File: config.mk
export PLATFORM = sky130hd
export DESIGN_NAME = cpu_uart_rx
export DESIGN_NICKNAME = d
export VERILOG_FILES = /design/src/rtl/cpu_uart_rx.sv
export SDC_FILE = /design/constraint.sdc
export NUM_CORES = 1
export LEC_CHECK = 0
export ABC_AREA = 1
export CAP_MARGIN = 20
export CORE_UTILIZATION = 55
export DETAILED_ROUTE_END_ITERATION = 7
export PLACE_DENSITY = 0.77
export SLEW_MARGIN = 20
export SYNTH_ARGS = -nofsm -noshare
export SYNTH_HDL_FRONTEND = slang
export SYNTH_SLANG_ARGS = --single-unit
File: constraint.sdc
create_clock -name sysclk -period 1.9 [get_ports sysclk]
set_input_delay 0.285 -clock sysclk [delete_from_list [all_inputs] [get_ports sysclk]]
set_output_delay 0.285 -clock sysclk [all_outputs]
set_load 0.01 [all_outputs]
File: src/rtl/cpu_uart_rx.sv
// UART receiver: 16x-oversampled 8N1 deserialiser driven by a baud tick strobe.
// Define CPU_UART_RX_PARITY_EN to add an even-parity bit between data and stop.
module cpu_uart_rx #(
  parameter int OVERSAMPLE = 16,
  parameter int DATA_BITS  = 8
) (
  input  logic                 sysclk,
  input  logic                 reset,
  input  logic                 baud_rate_clk,
  input  logic                 rx,
  output logic [DATA_BITS-1:0] rx_data,
  output logic                 rx_valid,
  output logic                 rx_busy,
  output logic                 frame_err,
  output logic                 parity_err
);

  localparam int CW = $clog2(OVERSAMPLE);
  localparam int IW = $clog2(DATA_BITS);

  localparam logic [2:0] S_IDLE  = 3'd0;
  localparam logic [2:0] S_START = 3'd1;
  localparam logic [2:0] S_DATA  = 3'd2;
  localparam logic [2:0] S_STOP  = 3'd3;
  localparam logic [2:0] S_BREAK = 3'd4;
`ifdef CPU_UART_RX_PARITY_EN
  localparam logic [2:0] S_PARITY = 3'd5;
  logic par_q, par_d;
  logic perr_q, perr_d;
`endif

  logic                 rx_meta_q, rx_s_q;
  logic                 bclk_meta_q, bclk_s_q, bclk_d_q;
  logic                 tick;
  logic [2:0]           state_q, state_d;
  logic [CW-1:0]        cnt_q, cnt_d;
  logic [IW-1:0]        idx_q, idx_d;
  logic [DATA_BITS-1:0] shift_q, shift_d;
  logic [DATA_BITS-1:0] data_q, data_d;
  logic                 valid_q, valid_d;
  logic                 ferr_q, ferr_d;
  logic                 cnt_half, cnt_last;

  assign tick     = bclk_s_q & ~bclk_d_q;
  assign cnt_half = (cnt_q == CW'(OVERSAMPLE / 2 - 1));
  assign cnt_last = (cnt_q == CW'(OVERSAMPLE - 1));

  always_comb begin
    // NOTE: every next-state signal takes a default first so no path infers a latch.
    state_d = state_q;
    cnt_d   = cnt_q;
    idx_d   = idx_q;
    shift_d = shift_q;
    data_d  = data_q;
    valid_d = 1'b0;
    ferr_d  = 1'b0;
`ifdef CPU_UART_RX_PARITY_EN
    par_d   = par_q;
    perr_d  = 1'b0;
`endif
    if (tick) begin
      case (state_q)
        S_IDLE: begin
          if (!rx_s_q) begin
            state_d = S_START;
            cnt_d   = '0;
          end
        end
        S_START: begin
          cnt_d = cnt_q + CW'(1);
          if (cnt_half) begin
            cnt_d   = '0;
            idx_d   = '0;
            // A start bit that is high again at its midpoint was a glitch.
            state_d = rx_s_q ? S_IDLE : S_DATA;
          end
        end
        S_DATA: begin
          cnt_d = cnt_q + CW'(1);
          if (cnt_last) begin
            cnt_d   = '0;
            shift_d = {rx_s_q, shift_q[DATA_BITS-1:1]};
            idx_d   = idx_q + IW'(1);
            if (idx_q == IW'(DATA_BITS - 1)) begin
`ifdef CPU_UART_RX_PARITY_EN
              state_d = S_PARITY;
`else
              state_d = S_STOP;
`endif
            end
          end
        end
`ifdef CPU_UART_RX_PARITY_EN
        S_PARITY: begin
          cnt_d = cnt_q + CW'(1);
          if (cnt_last) begin
            cnt_d   = '0;
            par_d   = rx_s_q;
            state_d = S_STOP;
          end
        end
`endif
        S_STOP: begin
          cnt_d = cnt_q + CW'(1);
          if (cnt_last) begin
            cnt_d = '0;
            if (!rx_s_q) begin
              ferr_d  = 1'b1;
              state_d = S_BREAK;
            end
`ifdef CPU_UART_RX_PARITY_EN
            else if (^{shift_q, par_q}) begin
              perr_d  = 1'b1;
              state_d = S_IDLE;
            end
`endif
            else begin
              data_d  = shift_q;
              valid_d = 1'b1;
              state_d = S_IDLE;
            end
          end
        end
        S_BREAK: begin
          if (rx_s_q) state_d = S_IDLE;
        end
        default: state_d = S_IDLE;
      endcase
    end
  end

  // NOTE: sequential state uses non-blocking assignments so all registers update together.
  always_ff @(posedge sysclk or negedge reset) begin
    if (!reset) begin
      rx_meta_q   <= 1'b1;
      rx_s_q      <= 1'b1;
      bclk_meta_q <= 1'b0;
      bclk_s_q    <= 1'b0;
      bclk_d_q    <= 1'b0;
      state_q     <= S_IDLE;
      cnt_q       <= '0;
      idx_q       <= '0;
      shift_q     <= '0;
      data_q      <= '0;
      valid_q     <= 1'b0;
      ferr_q      <= 1'b0;
`ifdef CPU_UART_RX_PARITY_EN
      par_q       <= 1'b0;
      perr_q      <= 1'b0;
`endif
    end else begin
      rx_meta_q   <= rx;
      rx_s_q      <= rx_meta_q;
      bclk_meta_q <= baud_rate_clk;
      bclk_s_q    <= bclk_meta_q;
      bclk_d_q    <= bclk_s_q;
      state_q     <= state_d;
      cnt_q       <= cnt_d;
      idx_q       <= idx_d;
      shift_q     <= shift_d;
      data_q      <= data_d;
      valid_q     <= valid_d;
      ferr_q      <= ferr_d;
`ifdef CPU_UART_RX_PARITY_EN
      par_q       <= par_d;
      perr_q      <= perr_d;
`endif
    end
  end

  assign rx_data   = data_q;
  assign rx_valid  = valid_q;
  assign frame_err = ferr_q;
  assign rx_busy   = (state_q != S_IDLE);
`ifdef CPU_UART_RX_PARITY_EN
  assign parity_err = perr_q;
`else
  assign parity_err = 1'b0;
`endif

endmodule
==> flow_summary_export.csv <==
group,metric,value,unit
run_status,status,"finished clean",
sta,fin_worst_skew,0.01370,ns
logic_synthesis,yosys_warnings,0,
logic_synthesis,synth-compound-area-share,11.26,%
power_and_ir_drop,intPower,1.067,mW
floorplan,die_h,55.56,um
clocking,cts_resized,0,
global_route,grt_overflow,0,
logic_synthesis,synth_fa_ha_area_share,2.379,%
cells_and_area,areaGrowthSynthToFinish,12.85,%
critical_path,crit_family,"flip-flops",
place,detailed_place_hpwl,1.909,mm
cells_and_area,antenna_cells,0,
logic_synthesis,synth_xor_area_share,1.110,%
clocking,clockBufferDepth,2,
logic_synthesis,synth-simple-area-share,24.82,%
logic_synthesis,avgSynthCellArea,9.068,um^2
power_and_ir_drop,p_leak,0.8250,nW
clocking,cts_hold_buf,0,
detailed_routing,dr.first_iter.drc_count,49,
logic_synthesis,synth_top_area_share,49.17,%
power_and_ir_drop,switchingPower,0.5807,mW
sta,finalSetupTns,0,ns
logic_synthesis,synth.lib_cells_used.distinct,28,
logic_synthesis,synth_top_family_by_area,"simple AND/OR/NAND/NOR gates",
cells_and_area,nets,199,
logic_synthesis,ys_ff_latch,33,
logic_synthesis,yosysTopAreaCell,"dfrtp_1",
detailed_routing,drcViolationCount,0,
sta,slew_viol_final,0,
global_route,grt_use_total,19.64,%
flow_run,cap_violations,0,
critical_path,cp.required,1.62,ns
critical_path,critPathSlowestCell,"dfrtp_1",
global_route,grt_antenna_before_repair,0,
logic_synthesis,synth.area.mux_share,0,%
critical_path,setup.worst_path.end_class,"primary output",
power_and_ir_drop,p_comb_share,26.5,%
detailed_routing,vias_per_cell,4.969,
logic_synthesis,synth_ff_type,"dfrtp_1",
floorplan,start_util,57.71,%
place,gp_congestion,0.8941,
power_and_ir_drop,swShare,35.25,%
logic_synthesis,synth_area_leaders,"dfrtp_1 (49%), nand2_1 (11%), o21ai_2 (7.2%), inv_1 (4.5%), dfstp_2 (3.3%)",
logic_synthesis,yosysSeqAreaShare,52.50,%
cells_and_area,drive_gt1_share,20.21,%
critical_path,ff2ff_setup_slack,0.40,ns
logic_synthesis,async_flop_share,100.0,%
sta,period_minus_slack,1.815,ns
power_and_ir_drop,p_total,1.647,mW
clocking,cts.sinks,33,
sta,hold_viol_final,0,
floorplan,io_pins,16,
detailed_routing,drt_wl_total,2.604,mm
clocking,cts_tree,"yes",
logic_synthesis,synth_edf_count,0,
clocking,htreeDepth,2,
global_route,grt_max_degree,34,
sta,period_share,95.51,%
clocking,root_buffer,"clkbuf_4",
logic_synthesis,synth_area,0.001578,mm^2
sta,fmax,551.1,MHz
critical_path,timing.rr.end,"rx_data[4]",
floorplan,die_w,55.56,um
detailed_routing,dr.pass1.iters,5,
clocking,cts_buffers,5,
floorplan,rows,19,
clocking,clk_latency,0.33,ns
place,port_buffers,14,
sta,setup_violations,0,
global_route,grt_pass1_wl,4.629,mm
place,dp_slack,0.4070,ns
power_and_ir_drop,ir_worst_vdd,0.7950,mV
critical_path,max_stage_delay,0.48,ns
min_path,hp-class,"in -> async",
power_and_ir_drop,cellPowerDensity,925.1,mW/mm^2
critical_path,path_class,"reg -> out",
detailed_routing,antenna_left,0,
clocking,cts_setup_buffers,0,
logic_synthesis,syn_inst,174,
critical_path,crit_chain,"nor2_1 -> nand2_1 -> clkdlybuf4s50_1",
detailed_routing,wire_per_inst,11.63,um
critical_path,arrival,1.53,ns
critical_path,r2r_start,"cnt_q[0]",
critical_path,startpoint_type,"register",
floorplan,die-area,0.003087,mm^2
critical_path,r2r_cells,6,
power_and_ir_drop,p_seq_share,51.1,%
critical_path,crit_fanout,8,
detailed_routing,vias,1113,
critical_path,path_buf_inv,1,
sta,rsz0062_at_grt,"false",
power_and_ir_drop,power_frac_clock,22.4,%
sta,fin_ws,0.08536,ns
logic_synthesis,syn_nets,181,
floorplan,core,0.002734,mm^2
clocking,clk_pin_slew_worst_paths,0.10,ns
global_route,grt_pass1_vias,1035,
[synth_stat cells, types with 2 or more instances]
library cell / n
buf_6: 2
nand3_4: 2
o21ai_0: 2
dfrtp_1: 31
inv_2: 3
inv_1: 19
nand2_2: 3
nand3_1: 10
o21ai_2: 13
nor2_2: 4
o21ai_1: 8
dfstp_2: 2
nor2_1: 12
ha_1: 3
nand2_1: 47
[kinds of logic after synthesis]
logic type | after synthesis
AOI/OAI and AO/OA | 25
xor gates and xnor gates | 2
adders and majority gates | 3
buffers and inverters | 27
DFF | 33
other | 1
and+or+nand+nor | 83
[worst register-to-register path, stage by stage, from the launching register on]
cell and delay (ns):
dfrtp_1 0.40, ha_1 0.26, nand3_2 0.17, nor2_4 0.16
nand3_4 0.20, nand2_1 0.15, o21ai_2 0.06
[sequential cells by signal, summed over array words and instances (netlist names)]
signal and flops:
bclk_s_q 1, idx_q 3, frame_err 1, shift_q 8, rx_data 8, cnt_q 4, rx_valid 1, bclk_meta_q 1
state_q 3, rx_meta_q 1, rx_s_q 1, bclk_d_q 1
[cell type report]
type                            count  area [um^2]
Clock buffer                        6        41.29
Clock inverter                      2        10.01
Fill cell                         222        953.4
Inverter                           23        86.33
Multi-Input combinational cell    114        628.1
Sequential cell                    33        828.3
Tap cell                           31        38.79
Timing Repair Buffer               15        147.6
[through the flow]
stage / util (%) / instance area, um^2 / cells / hold WS (ns)
after floorplan: - / 1578 / 174 / -0.01059
after global placement: 63.25 / 1729 / 216 / 0.3395
after detailed placement: 63.25 / 1729 / 216 / 0.3355
after CTS: 65.13 / 1780 / 224 / 0.3464
after global routing: 65.13 / 1780 / 224 / 0.3506
final: 65.13 / 1780 / 224 / 0.3390
[cells in the final DEF (no fill, tap or decap)]
| master | netlist | final |
|---|---|---|
| inv_2 | 3 | 3 |
| clkbuf_4 | 0 | 5 |
| o21ai_0 | 2 | 2 |
| or2_2 | 1 | 1 |
| conb_1 | 1 | 1 |
| dfstp_2 | 2 | 2 |
| xor2_1 | 1 | 1 |
| nand2_1 | 47 | 47 |
| inv_1 | 19 | 19 |
| nand3_2 | 1 | 1 |
| nand3_4 | 2 | 2 |
| o21ai_2 | 13 | 13 |
| nand2_2 | 3 | 3 |
| dfrtp_1 | 31 | 31 |
| nand3_1 | 10 | 10 |
| nand3b_1 | 1 | 1 |
| o21ai_1 | 8 | 8 |
| xnor2_1 | 1 | 1 |
| ha_1 | 3 | 3 |
| buf_4 | 1 | 1 |
| nor4_1 | 1 | 1 |
| clkbuf_1 | 0 | 1 |
| nor2_2 | 4 | 4 |
| a21oi_1 | 1 | 1 |
| nor2_4 | 1 | 1 |
| a21oi_2 | 1 | 1 |
| clkinv_2 | 0 | 2 |
| clkdlybuf4s50_1 | 0 | 14 |
| nor2_1 | 12 | 12 |
| clkinv_1 | 1 | 1 |
[power by group through the flow]
| stage | logic, mW | clock network (mW) | registers, mW |
|---|---|---|---|
| 2_1_floorplan | 0.341 | 0 | 0.825 |
| 3_5_place_dp | 0.435 | 0 | 0.853 |
| 5_1_grt | 0.501 | 0.420 | 0.855 |
| 3_3_place_gp | 0.420 | 0 | 0.850 |
| 6_report | 0.437 | 0.369 | 0.842 |
| 4_1_cts | 0.439 | 0.378 | 0.841 |
[routing by layer]
metal	routed length (um)	up-vias	GRT usage, %
met5	0	-	0
met4	9	0	5.357
met3	113	2	7.260
met2	1159	21	30.64
met1	1322	508	25.90
li1	-	582	-
[worst max path at each step]
| stage | from | endpoint | cells past startpoint |
|---|---|---|---|
| after CTS | state_q[1] | rx_busy | 3 |
| after detailed placement | cnt_q[0] | rx_data[2] | 6 |
| after global routing | state_q[1] | rx_busy | 3 |
| after floorplan | cnt_q[0] | rx_data[7] | 7 |
| after global placement | cnt_q[0] | shift_q[7] | 6 |
| final | state_q[1] | rx_busy | 3 |
No activity file was read; power rests on OpenSTA's default activity.
